--- src/rtl/hazard_ctrl.sv ---
// Pipeline hazard controller: load-use stall, MEM-resolved branch squash, dmem-busy freeze.
// Optional performance counters are built when HAZARD_PERF_CNT_EN is defined.
module hazard_ctrl #(
  parameter logic [4:0] ZERO_REG = 5'd31,
  parameter int         CNT_W    = 32
) (
  input  logic             clk,
  input  logic             reset,
  input  logic [4:0]       id_r1,
  input  logic [4:0]       id_r2,
  input  logic             id_uses_r1,
  input  logic             id_uses_r2,
  input  logic [4:0]       ex_rd,
  input  logic             ex_mem_read,
  input  logic             ex_reg_write,
  input  logic             mem_take_branch,
  input  logic             dmem_busy,
  output logic             pc_en,
  output logic             pc_sel_branch,
  output logic             if_id_en,
  output logic             if_id_flush,
  output logic             id_ex_en,
  output logic             id_ex_bubble,
  output logic             ex_mem_en,
  output logic             ex_mem_bubble,
  output logic             mem_wb_en,
  output logic [CNT_W-1:0] stall_cnt,
  output logic [CNT_W-1:0] flush_cnt,
  output logic [CNT_W-1:0] freeze_cnt
);

  typedef enum logic [1:0] {RUN, STALL, FREEZE} state_t;

  state_t state, state_nxt;
  logic   lu_hz, br, fz;
  logic   stall_ev, flush_ev, freeze_ev;

  assign lu_hz = ex_mem_read & ex_reg_write & (ex_rd != ZERO_REG) &
                 ((id_uses_r1 & (id_r1 == ex_rd)) | (id_uses_r2 & (id_r2 == ex_rd)));
  assign br    = mem_take_branch;
  assign fz    = dmem_busy;

  always_comb begin
    pc_en         = 1'b1;
    pc_sel_branch = 1'b0;
    if_id_en      = 1'b1;
    if_id_flush   = 1'b0;
    id_ex_en      = 1'b1;
    id_ex_bubble  = 1'b0;
    ex_mem_en     = 1'b1;
    ex_mem_bubble = 1'b0;
    mem_wb_en     = 1'b1;
    state_nxt     = RUN;
    stall_ev      = 1'b0;
    flush_ev      = 1'b0;
    freeze_ev     = 1'b0;
    if (!reset) begin
      // Hold everything and squash all stage registers while in reset.
      pc_en         = 1'b0;
      if_id_en      = 1'b0;
      id_ex_en      = 1'b0;
      ex_mem_en     = 1'b0;
      mem_wb_en     = 1'b0;
      if_id_flush   = 1'b1;
      id_ex_bubble  = 1'b1;
      ex_mem_bubble = 1'b1;
    end else if (fz) begin
      pc_en         = 1'b0;
      pc_sel_branch = br;
      if_id_en      = 1'b0;
      id_ex_en      = 1'b0;
      ex_mem_en     = 1'b0;
      mem_wb_en     = 1'b0;
      state_nxt     = FREEZE;
      freeze_ev     = 1'b1;
    end else if (br) begin
      // Squash wins over a pending load-use: the consumer is discarded anyway.
      pc_sel_branch = 1'b1;
      if_id_flush   = 1'b1;
      id_ex_bubble  = 1'b1;
      ex_mem_bubble = 1'b1;
      flush_ev      = 1'b1;
    end else if (lu_hz && state != STALL) begin
      pc_en         = 1'b0;
      if_id_en      = 1'b0;
      id_ex_bubble  = 1'b1;
      state_nxt     = STALL;
      stall_ev      = 1'b1;
    end
  end

  always_ff @(posedge clk or negedge reset) begin
    if (!reset) state <= RUN;
    else        state <= state_nxt;
  end

`ifdef HAZARD_PERF_CNT_EN
  always_ff @(posedge clk or negedge reset) begin
    if (!reset) begin
      stall_cnt  <= '0;
      flush_cnt  <= '0;
      freeze_cnt <= '0;
    end else begin
      if (stall_ev)  stall_cnt  <= stall_cnt + 1'b1;
      if (flush_ev)  flush_cnt  <= flush_cnt + 1'b1;
      if (freeze_ev) freeze_cnt <= freeze_cnt + 1'b1;
    end
  end
`else
  logic unused_ev;
  assign unused_ev  = stall_ev | flush_ev | freeze_ev;
  assign stall_cnt  = '0;
  assign flush_cnt  = '0;
  assign freeze_cnt = '0;
`endif

endmodule

--- config.mk ---
export PLATFORM = sky130hd
export DESIGN_NAME = hazard_ctrl
export DESIGN_NICKNAME = d
export VERILOG_FILES = /design/src/rtl/hazard_ctrl.sv
export SDC_FILE = /design/constraint.sdc
export NUM_CORES = 1
export LEC_CHECK = 0
export BUFFER_PORTS_ARGS = -buffer_cell sky130_fd_sc_hd__buf_4
export CORE_MARGIN = 3
export CORE_UTILIZATION = 35
export CTS_CLUSTER_SIZE = 25
export DETAILED_ROUTE_END_ITERATION = 8
export PLACE_DENSITY = 0.91
export SLEW_MARGIN = 20
export SYNTH_ARGS = -nofsm -noshare
export SYNTH_HDL_FRONTEND = slang
export SYNTH_SLANG_ARGS = --single-unit
--- constraint.sdc ---
create_clock -name clk -period 1.91 [get_ports clk]
set_input_delay 0.191 -clock clk [delete_from_list [all_inputs] [get_ports clk]]
set_output_delay 0.191 -clock clk [all_outputs]
set_load 0.1 [all_outputs]
# Word level (Yosys, flattened, before mapping)
# Cells that the tools add are included.
# classes
muxes	19
eq_ne	4
reduce_logical	1
bitwise_logic	6
# op_table
cell	n
2-to-1 mux 1 bit	17
equality test 5 bit	2
bitwise AND 1 bit	5
inequality test 5 bit (second input constant)	1
2-to-1 mux 2 bit	2
inequality test 2 x 1 -> 1 bit (second input constant)	1
logical AND 1 bit	1
bitwise OR 1 bit	1
# word_totals
wordCells	31
inputBits	23
output_inout_bits	105
register_bits	2

# Longest topological paths before layout
# depth
ltp_word	9
ltp_mapped	5
depth_no_buf	4

# Least setup slack after synthesis
# OpenSTA, ideal clock, no wires.
# synth_timing
path_type	input to output
startpoint	input dmem_busy
endpoint	output pc_en
cell_stages	3
arrival_time_ps	3089
path_slack_ps	-1370
n_path_buf	1
required_ps	1719
cell_sequence	nor2b_1 > o31a_1 > buf_4
# synth_via
elab_chain_len	2
# synth_lines
element	line	source
from (decl)	17	input logic dmem_busy,
2-to-1 mux 1 bit (2 in a row)	-	
to (decl)	18	output logic pc_en,
# Every way passes these cells.

# Final worst setup path
# layout_timing
startpoint	input ex_rd[4]
endpoint	output if_id_en
# layout_via
elab_chain_len	9
elab_cells_between_ends	13
classes_between	eq/ne (3); mux (4); bitwise (5); reduce/logical (1)
# layout_lines
element	line	source
from (decl)	13	input logic [4:0] ex_rd,
equality test 5 bit	39	((id_uses_r1 & (id_r1 == ex_rd)) | (id_uses_r2 & (id_r2 == ex_rd)));
bitwise AND 1 bit	39	
bitwise OR 1 bit	39	
bitwise AND 1 bit *	38	assign lu_hz = ex_mem_read & ex_reg_write & (ex_rd != ZERO_REG) &
logical AND 1 bit *	83	end else if (lu_hz && state != STALL) begin
2-to-1 mux 1 bit *	83	
2-to-1 mux 1 bit *	76	end else if (br) begin
2-to-1 mux 1 bit *	67	end else if (fz) begin
2-to-1 mux 1 bit *	57	if (!reset) begin
to (decl)	20	output logic if_id_en,
# Every way passes the cells marked *; elsewhere a longest branch is shown, timed or not.

==> out/metrics.cfg <==
[route]
wire_per_inst_um=8.80
dr.pass1.iters=3
wirelength_um=1700
dr.first_iter.drc_count=5
vias=617
drcViolationCount=0
postRouteAntennaNets=0
via_per_inst=3.20

[setup_path]
worst-path-buf-inv=3
crit_fanout=3
critPathLaunchType=primary input
slowest_delay_ps=360
cpMaxStageDelayCell=o31a_4
path_delay_family=compound AO/OA/AOI/OAI gates
worstSetupPathType=in2out
rrSetupSlack_ps=870
endpoint_kind=output pin
cp.arrival_ps=1650
cp.required_ps=1720
crit_chain=buf_4 -> buf_4 -> xor2_1 -> nor4_2 -> a32oi_2 -> o31a_4 -> buf_4
crit_path_frequent_cell=buf_4

[global_route]
grt_overflow=0
grt_pass1_vias=432
gr-usage-met1=0.0681
grt_pass1_wl_um=1950
grt.total_usage=0.0750
grt_use_met3=0.0367
grt_max_degree=8
antenna_found_initial=0
use_met2=0.131
busiest_layer=met2

[power]
ir_worst_vdd_mv=0.646
power_density_mw_per_mm2=1160
seqPwrFrac=0.038
swShare=0.840
switchingPower_mw=0.967
p_clk_frac=0.080
p_leak_nw=0.616
intPower_mw=0.184
combPwrFrac=0.882

[synthesis]
syn_area_mm2=0.00101
synth_top_area_cell=buf_4
yosys.cell_types.count=17
yosysTopAreaCellShare=0.742
yosys_warnings=0
yosysSeqAreaShare=0.0494
syn_avg_cell_area_um2=7.85
ys_ff_latch=2
synth_area_leaders=buf_4, xor2_1, dfrtp_1
synthCells=129

[placement]
gp_congestion=0.768
dp_hpwl_um=1580
dpl-instance-area_um2=945
numPortBuffers=31

[final_layout]
max_flop_register=state
area_growth_pct=-1.73
diodes=0
reg_top3=state: 2 flops
post_route_cells_drive_above_1_share=0.270
fill_cells=274
finish.instance_area_um2=995
largest_register_ffs=2
fin_nets=188

[sta]
fmax_mhz=544
rsz0062_at_grt=yes
hold_violations=0
setup_viol=0
post-route-min-period_ps=1840
drv_slew=0
whs_ps=163
min_period_over_period=0.962
clock_skew_ps=3.02

[floorplanning]
rows=18
die_area_mm2=0.00357
start_util=0.387
io_pins=128
die_h_um=59.8
coreArea_mm2=0.00261
die_x_um=59.8

[clock_network]
clockBufferDepth=2
h-tree-depth=1
clock_sinks=2
clk_pin_slew_ps=30
clkLatencyLatePin_ps=220
cts_buffers=3
cts_tree=built
cts-root-buf=clkbuf_4

[outcome]
status=finished, final reports clean

[worst_hold_path]
min_path_type=in2reg

[run]
cap_viol_max_count=0

## metal layers
layer	vias to the layer above	wire (um)
li1	277	-
met1	264	419
met2	72	901
met3	4	352
met4	0	25
met5	-	0
## logic make-up after synthesis
family                 after synthesis  synth area share
flip-flops                           2            0.0494
other                                1           0.00370
AND/OR/NAND/NOR                     12            0.0766
buffers and inverters              100             0.742
AO/OA/AOI/OAI                        4            0.0420
XOR/XNOR                            10            0.0865
## cell usage in the layout (no fill, tap or decap)
cell type       n
conb_1         96
buf_4          34
xor2_1          8
clkbuf_4        3
xnor2_1         2
nand2_1         2
nand2b_1        2
and2_1          2
dfrtp_1         2
nor4_2          1
nor4_1          1
and2_0          1
a32oi_2         1
nand3_1         1
o2111ai_1       1
nor2b_4         1
nor4b_2         1
o311ai_4        1
o31a_4          1
dlygate4sd3_1   1
buf_6           1
## area by class of cell
type / instances / area, um^2 / area share
timing repair buffer: 36 / 277 / 0.278
clock buffer: 3 / 22.5 / 0.0226
multi-input combinational: 122 / 608 / 0.611
tap: 30 / 37.5 / 0.0377
sequential: 2 / 50.0 / 0.0503
## timing repair
action / in CTS / in global routing
resized for setup: 1 / 2
gates cloned: 0 / 0
buffers inserted: 0 / 0
hold buffers: 1 / 0
hold endpoints to repair: 2 / 0
setup endpoints to repair: 1 / 3
## synth_stat cells
| library cell | count |
|---|---|
| nor2b_1 | 1 |
| o311ai_2 | 1 |
| o2111ai_1 | 1 |
| a32oi_1 | 1 |
| conb_1 | 1 |
| nand2_1 | 2 |
| and2_0 | 1 |
| nor4b_2 | 1 |
| dfrtp_1 | 2 |
| o31a_1 | 1 |
| xor2_1 | 8 |
| and2_1 | 2 |
| buf_4 | 100 |
| xnor2_1 | 2 |
| nor4_1 | 2 |
| nand3_1 | 1 |
| nand2b_1 | 2 |
## through the flow
stage | power (mW) | util | TNS, ps | instances | setup slack [ps]
after floorplan | 1.13 | - | -32.6 | 224 | -32.6
after global placement | 1.05 | 0.362 | -4.74 | 189 | -4.74
after detailed placement | 1.05 | 0.362 | -3.81 | 189 | -3.81
after CTS | 1.15 | 0.375 | 0 | 193 | 8.79
after global routing | 1.19 | 0.381 | -49.8 | 193 | -26.3
final | 1.15 | 0.381 | 0 | 193 | 72.5
## power groups by stage
stage | clock network (mW) | logic (mW) | registers (mW)
2_1_floorplan | 0 | 1.09 | 0.0444
3_3_place_gp | 0 | 1.00 | 0.0444
3_5_place_dp | 0 | 1.00 | 0.0444
4_1_cts | 0.0966 | 1.01 | 0.0440
5_1_grt | 0.106 | 1.04 | 0.0440
6_report | 0.0922 | 1.01 | 0.0440
## final timing paths
kind | from | to | cells past startpoint
max reg2reg | state[0]$_DFF_PN0_ | state[0]$_DFF_PN0_ | 3
min in group asynchronous | reset | state[0]$_DFF_PN0_ | 2
min reg2reg | state[0]$_DFF_PN0_ | state[0]$_DFF_PN0_ | 3
max | ex_rd[4] | if_id_en | 7
max in group asynchronous | reset | state[1]$_DFF_PN0_ | 2
min | mem_take_branch | state[0]$_DFF_PN0_ | 2
No activity file was read; power rests on OpenSTA's default activity.
